===== config.mk =====
export PLATFORM = sky130hd
export DESIGN_NAME = instruction_queue
export DESIGN_NICKNAME = d
export VERILOG_FILES = /design/src/rtl/instruction_queue.sv
export SDC_FILE = /design/constraint.sdc
export NUM_CORES = 1
export LEC_CHECK = 0
export CORE_MARGIN = 2
export CORE_UTILIZATION = 45
export CTS_CLUSTER_DIAMETER = 30
export CTS_CLUSTER_SIZE = 14
export DETAILED_ROUTE_END_ITERATION = 7
export PLACE_DENSITY = 0.63
export SLEW_MARGIN = 40
export SYNTH_ARGS = -nofsm -noshare
export SYNTH_HDL_FRONTEND = slang
export SYNTH_SLANG_ARGS = --single-unit

===== constraint.sdc =====
create_clock -name clock_i -period 31.1 [get_ports clock_i]
set_input_delay 9.33 -clock clock_i [delete_from_list [all_inputs] [get_ports clock_i]]
set_output_delay 9.33 -clock clock_i [all_outputs]
set_load 0.01 [all_outputs]

===== src/rtl/instruction_queue.sv =====
// ============================================================================
// Module   : instruction_queue
// Purpose  : Circular FIFO between fetch and decode with a registered output
//            stage, sticky overflow flag and an early stall to fetch.
//            Optional latency-1 bypass when empty: INSTRUCTION_QUEUE_BYPASS_EN.
// Revision : 1.0 - initial release
// ============================================================================
`default_nettype none

module instruction_queue #(
  parameter int instructionSize = 32,
  parameter int addressSize     = 64,
  parameter int queueDepth      = 8,
  parameter int queueIndexSize  = 3
) (
  input  logic                      clock_i,
  input  logic                      reset_i,
  input  logic                      flushPipeline_i,
  input  logic                      enable_i,
  input  logic [0:instructionSize-1] instruction_i,
  input  logic [0:addressSize-1]     instructionAddress_i,
  input  logic                      decodeStall_i,
  output logic                      stall_o,
  output logic                      enable_o,
  output logic [0:instructionSize-1] instruction_o,
  output logic [0:addressSize-1]     instructionAddress_o,
  output logic [0:queueIndexSize]    count_o,
  output logic                      overflow_o
);

  localparam logic [queueIndexSize:0]   c_depth      = (queueIndexSize+1)'(queueDepth);
  localparam logic [queueIndexSize:0]   c_stallLevel = (queueIndexSize+1)'(queueDepth - 1);
  localparam logic [queueIndexSize:0]   c_countOne   = (queueIndexSize+1)'(1);
  localparam logic [queueIndexSize-1:0] c_ptrOne     = (queueIndexSize)'(1);

  logic [0:instructionSize-1] r_instrMem [queueDepth];
  logic [0:addressSize-1]     r_addrMem  [queueDepth];

  logic [queueIndexSize-1:0]  r_head;
  logic [queueIndexSize-1:0]  r_tail;
  logic [queueIndexSize:0]    r_count;
  logic                       r_overflow;
  logic                       r_enableOut;
  logic [0:instructionSize-1] r_instrOut;
  logic [0:addressSize-1]     r_addrOut;

  logic                       w_pop;
  logic                       w_push;
  logic                       w_bypass;
  logic                       w_write;
  logic                       w_drop;
  logic [queueIndexSize:0]    w_countNext;

  assign w_pop  = (r_count != '0) && !decodeStall_i;
  // A full queue still accepts a push when the head leaves in the same cycle.
  assign w_push = enable_i && ((r_count != c_depth) || w_pop);
  assign w_drop = enable_i && !w_push;

`ifdef INSTRUCTION_QUEUE_BYPASS_EN
  assign w_bypass = enable_i && (r_count == '0) && !decodeStall_i && !flushPipeline_i;
`else
  assign w_bypass = 1'b0;
`endif

  assign w_write = w_push && !w_bypass && !flushPipeline_i;

  always_comb begin
    w_countNext = r_count;
    if (w_write && !w_pop) begin
      w_countNext = r_count + c_countOne;
    end else if (!w_write && w_pop) begin
      w_countNext = r_count - c_countOne;
    end
  end

  // Storage contents need no reset; validity is tracked by the pointers.
  always_ff @(posedge clock_i) begin
    if (w_write) begin
      r_instrMem[r_tail] <= instruction_i;
      r_addrMem[r_tail]  <= instructionAddress_i;
    end
  end

  always_ff @(posedge clock_i) begin
    if (reset_i) begin
      r_head     <= '0;
      r_tail     <= '0;
      r_count    <= '0;
      r_overflow <= 1'b0;
    end else if (flushPipeline_i) begin
      r_head  <= '0;
      r_tail  <= '0;
      r_count <= '0;
    end else begin
      if (w_write) begin
        r_tail <= r_tail + c_ptrOne;
      end
      if (w_pop) begin
        r_head <= r_head + c_ptrOne;
      end
      r_count <= w_countNext;
      if (w_drop) begin
        r_overflow <= 1'b1;
      end
    end
  end

  always_ff @(posedge clock_i) begin
    if (reset_i) begin
      r_enableOut <= 1'b0;
      r_instrOut  <= '0;
      r_addrOut   <= '0;
    end else if (flushPipeline_i) begin
      r_enableOut <= 1'b0;
    end else if (w_bypass) begin
      r_enableOut <= 1'b1;
      r_instrOut  <= instruction_i;
      r_addrOut   <= instructionAddress_i;
    end else if (w_pop) begin
      r_enableOut <= 1'b1;
      r_instrOut  <= r_instrMem[r_head];
      r_addrOut   <= r_addrMem[r_head];
    end else begin
      r_enableOut <= 1'b0;
    end
  end

  // Asserting one entry early covers the instruction fetch has in flight.
  assign stall_o              = (r_count >= c_stallLevel);
  assign enable_o             = r_enableOut;
  assign instruction_o        = r_instrOut;
  assign instructionAddress_o = r_addrOut;
  assign count_o              = r_count;
  assign overflow_o           = r_overflow;

endmodule

`default_nettype wire


After elaboration in Yosys (flattened, before gate mapping)
Memories as Yosys holds them, arrays and structs flattened. A register that Yosys moved wholly into a read port is not among the register bits.
Cells that the tools add are included.
- register bits after elaboration: 12
- bits in latches: 0
- RAM bits: 768
- ROM bits: 0
- input bits: 101
- output and inout port bits: 103
- word-level logic and storage cells: 36
- memories kept: 2
- $add $sub $neg: 4
- $mul: 0
- divide/modulo/power cells: 0
- $lt $le $gt $ge: 1
- eq/ne operators: 1
- shifts and indexed selects: 0
- muxes and demuxes: 5
- bitwise gates (word level): 1
- reductions and logical operators: 17
- memories (memory ; words ; bits a word ; rd ports ; clocked after Yosys merged registers in ; wr ports ; RTL line ; text):
    r_addrMem ; 8 ; 64 ; 1 ; 1 ; 1 ; 37 ; logic [0:addressSize-1] r_addrMem [queueDepth];
    r_instrMem ; 8 ; 32 ; 1 ; 1 ; 1 ; 36 ; logic [0:instructionSize-1] r_instrMem [queueDepth];
- operators with widths (kind ; count):
    $mux W4 ; 2
    $add A3 B1 Y3 const B ; 2
    $logic_and A1 B1 Y1 ; 6
    $logic_not A1 Y1 ; 5
    $add A4 B1 Y4 const B ; 1
    $ge A4 B3 Y1 const B ; 1
    $ne A4 B4 Y1 const B ; 1
    $reduce_and A2 Y1 ; 2
    $reduce_bool A4 Y1 ; 1
    $sub A4 B1 Y4 const B ; 1
    $mux W1 ; 3
    $reduce_bool A2 Y1 ; 1
    $reduce_or A2 Y1 ; 1
    $logic_or A1 B1 Y1 ; 1
    $not A1 Y1 ; 1

Depth between registers and ports, before layout
- depth after elaboration: 9
- depth in mapped cells: 10

Worst setup path after synthesis
OpenSTA, ideal clock, no wires.
- path type: input -> register
- start: input port decodeStall_i
- end: memory r_addrMem[0][0] (netlist name), enable pin
- setup time: 0.786 ns
- arrival time: 18.832 ns
- data required time: 30.314 ns
- slack: 11.482 ns
- cell stages on the path: 4
- path buffers: 0
- cell sequence: nand2_1 -> nor2_1 -> or2_2 -> nor4_1
- cells in the longest elaborated chain, start to end: 7
- ends and longest elaborated chain (element ; RTL line ; text):
    from (decl) ; 22 ; input logic decodeStall_i,
    $logic_not A1 Y1 ; 54 ; assign w_pop = (r_count != '0) && !decodeStall_i;
    $logic_and A1 B1 Y1 ; 54 ;
    $logic_or A1 B1 Y1 ; 56 ; assign w_push = enable_i && ((r_count != c_depth) || w_pop);
    $logic_and A1 B1 Y1 ; 56 ;
    $logic_and A1 B1 Y1 ; 65 ; assign w_write = w_push && !w_bypass && !flushPipeline_i;
    $mux W1 ; 78 ; if (w_write) begin
    $mux W1 (implied by the code) ; 80 ; r_addrMem[r_tail] <= instructionAddress_i;
    to (decl) ; 37 ;
Every way passes these cells.

Worst setup path in the final report
- start: input port decodeStall_i
- end: memory r_instrMem[0][24] (netlist name), enable pin
- cells in the longest elaborated chain, start to end: 7
- ends and longest elaborated chain (element ; RTL line ; text):
    $logic_not A1 Y1 ; 54 ;
    $logic_and A1 B1 Y1 ; 54 ;
    $logic_or A1 B1 Y1 ; 56 ;
    $logic_and A1 B1 Y1 ; 56 ;
    $logic_and A1 B1 Y1 ; 65 ;
    $mux W1 ; 78 ;
    $mux W1 (implied by the code) ; 79 ; r_instrMem[r_tail] <= instruction_i;
    to (decl) ; 36 ;
Every way passes these cells.

==> impl_metrics.env <==
export IMPL_status="complete, no violations"
export IMPL_ys_seq_area_frac=0.7860
export IMPL_pwr_density_cell_mw_per_mm2=77.79
export IMPL_switchingPower_mw=0.6789
export IMPL_combPwrFrac=0.046
export IMPL_grt_pass1_wl_mm=105.1
export IMPL_hold_viol=0
export IMPL_timing_final_crit_share=0.3779
export IMPL_cts_root_buf="clkbuf_16"
export IMPL_fin_util=0.5819
export IMPL_worst_ir_drop_vdd_uv=43.66
export IMPL_clock_fmax_mhz=85.10
export IMPL_critical_path_cell_chain="clkdlybuf4s50_1 -> nand2_1 -> nor2_1 -> or2_2 -> nor4_2 -> buf_6 -> buf_4"
export IMPL_io_buffer_count=203
export IMPL_routed_via_density=5.502
export IMPL_routed_wirelength_mm=69.60
export IMPL_gp_congestion=0.7594
export IMPL_maxCapViolations=0
export IMPL_placed_area_mm2=0.03539
export IMPL_finalSetupTns_ps=0
export IMPL_num_vias=16005
export IMPL_syn2layout_area_growth_pct=27.42
export IMPL_cp_num_buf_inv=3
export IMPL_insertion_delay_ps=720
export IMPL_critPathKind="in2reg"
export IMPL_internal_power_mw=2.502
export IMPL_critical_path_arrival_ps=12090
export IMPL_grt_ovfl_total=0
export IMPL_crit_fanout=61
export IMPL_grt_max_degree=131
export IMPL_wl_per_cell_um=23.92
export IMPL_drt_initial_drc_count=1067
export IMPL_switching_share=0.2134
export IMPL_final_cell_area_mm2=0.04089
export IMPL_leakagePower_nw=13.08
export IMPL_cp_required_ps=31440
export IMPL_cp_top_family="buffers and inverters"
export IMPL_coreArea_mm2=0.07027
export IMPL_endpoint_kind="flop"
export IMPL_finalSetupViolations=0
export IMPL_power_share_clock=0.542
export IMPL_fp_dieH_um=271.1
export IMPL_detailed_place_hpwl_mm=37.45
export IMPL_track_usage=0.1918
export IMPL_cts_setup_buffers=0
export IMPL_cts_buffers=159
export IMPL_hp_class="reg2reg"
export IMPL_synth_avg_cell_area_um2=21.17
export IMPL_grt_pass1_vias=17269
export IMPL_critPathSlowestCell="buf_6"
export IMPL_slew_headroom=0.4604
export IMPL_finalClockSkew_ps=19.77
export IMPL_rsz0062_at_grt="false"
export IMPL_rows=97
export IMPL_fp_dieW_um=271.1
export IMPL_power_mw=3.181
export IMPL_hold_buffers=0
export IMPL_pin_count=204
export IMPL_fp_dieArea_mm2=0.07347
export IMPL_drive_above_1_share=0.2799
export IMPL_fin_crit_ps=11750
export IMPL_cts_resized=0
export IMPL_slew_viol_final=0
export IMPL_tightest_slew_ps=809.4
export IMPL_clkTransAtPathRegs_ps=50
export IMPL_ant_nets=0
export IMPL_synth_seq_cells=876
export IMPL_power_frac_seq=0.413
export IMPL_synth_area_mm2=0.03209
export IMPL_ys_types=34
export IMPL_cts_buffer_depth=3
export IMPL_start_util=0.4567
export IMPL_yosys_warnings=0
export IMPL_synthCells=1516
export IMPL_syn_nets=1623
export IMPL_r2r_slack_ps=27930
export IMPL_finalNetCount=1936
export IMPL_cp_start_kind="input port"
export IMPL_drc=0
export IMPL_tritoncts="yes"
export IMPL_cts_sinks=876
export IMPL_cpPeakStageDelay_ps=620
export IMPL_antenna_found_initial=7
export IMPL_htreeDepth=4
export IMPL_dr_pass1_iters=5
==> cell type report <==
cell class	count	area (µm²)
Timing Repair Buffer	238	2501
Sequential cell	876	25230
Fill cell	5014	29380
Multi-Input combinational cell	550	6499
Clock inverter	115	1300
Clock buffer	182	4160
Inverter	4	15.01
Tap cell	940	1176
Antenna cell	4	10.01
==> power by group through the flow <==
stage	Clock [mW]	Sequential, mW	Combinational, mW
detailed placement	0	1.33	0.147
CTS	1.75	1.31	0.148
finish	1.72	1.31	0.145
global placement	0	1.34	0.140
global route	1.81	1.31	0.157
floorplan	0	1.34	0.0707
==> worst min-delay path: stages (launching register included) <==
cell     delay [ps]
dfxtp_1         300
nor2_1          100
nor3_1           40
==> flip-flops by register name (all words and copies together), names as in the netlist <==
register,flops
instructionAddress_o,64
r_head,3
overflow_o,1
r_tail,3
r_addrMem,512
instruction_o,32
count_o,4
enable_o,1
r_instrMem,256
==> stage by stage <==
stage,instances,setup slack (ps),hold WS (ps)
2_1_floorplan,1516,11480,486.9
3_3_place_gp,2597,18520,478.6
3_5_place_dp,2607,18610,482.0
4_1_cts,2904,19370,491.5
5_1_grt,2907,19220,507.3
6_report,2909,19350,490.8
==> synthesized netlist by cell type <==
cell type,instances,area share
a211o_1,1,0.00027
a211oi_1,1,0.00023
a21oi_1,4,0.00062
a31o_2,1,0.00027
buf_2,41,0.0064
buf_4,2,0.00047
buf_6,6,0.0021
clkbuf_1,37,0.0043
dfxtp_1,108,0.067
edfxtp_1,768,0.72
fa_1,1,0.00062
ha_1,5,0.0019
inv_1,4,0.00047
mux2i_1,2,0.00062
mux4_2,192,0.13
nand2_1,5,0.00058
nand2b_1,1,0.00020
nand3_1,4,0.00062
nand3_2,1,0.00031
nand3b_4,1,0.00062
nor2_1,116,0.014
nor2b_1,1,0.00020
nor3_1,59,0.0092
nor3_2,41,0.013
nor3b_1,1,0.00023
nor4_1,3,0.00058
o211ai_1,1,0.00023
o21ai_0,3,0.00047
o22ai_1,96,0.019
or2_2,2,0.00039
or3_1,1,0.00020
or4_4,1,0.00035
xnor2_1,3,0.00082
xor2_1,3,0.00082
==> metal layers <==
metal | up-vias | share of wire | GRT usage | wire length [µm]
met4 | 6 | 0.021 | 0.07095 | 1493
li1 | 6966 | - | - | -
met2 | 488 | 0.50 | 0.3158 | 35010
met3 | 120 | 0.061 | 0.05077 | 4262
met5 | - | 0.00053 | 0 | 37
met1 | 8425 | 0.41 | 0.2457 | 28790
==> cells by family after synthesis <==
| family | Yosys count | synth area share |
|---|---|---|
| AO/OA/AOI/OAI | 107 | 0.02082 |
| XOR/XNOR | 6 | 0.001638 |
| adder cells (fa/ha/maj) | 6 | 0.002573 |
| buffers and inverters | 90 | 0.01376 |
| flip-flops | 876 | 0.7860 |
| multiplexers | 194 | 0.1354 |
| AND/OR/NAND/NOR | 237 | 0.03985 |
==> worst paths after layout <==
path,end,cells past startpoint,start
min reg2reg,instructionAddress_o[55],2,instructionAddress_o[55]
max,r_instrMem[0][24],7,decodeStall_i
min,instructionAddress_o[55],2,instructionAddress_o[55]
max reg2reg,r_instrMem[0][24],6,count_o[3]
==> cells in the final DEF, fill, tap and decap left out, types with 15 or more instances in the layout <==
cell type	n
clkinv_1	15
clkbuf_16	163
inv_6	24
clkbuf_1	18
bufinv_16	19
clkinv_4	16
nor3_1	57
mux4_2	192
nor2_1	112
clkinvlp_4	15
o22ai_1	96
clkinv_2	19
edfxtp_1	768
dfxtp_1	106
clkdlybuf4s50_1	202
nor3_2	42
Note: power is estimated with default switching activity, not from simulation.
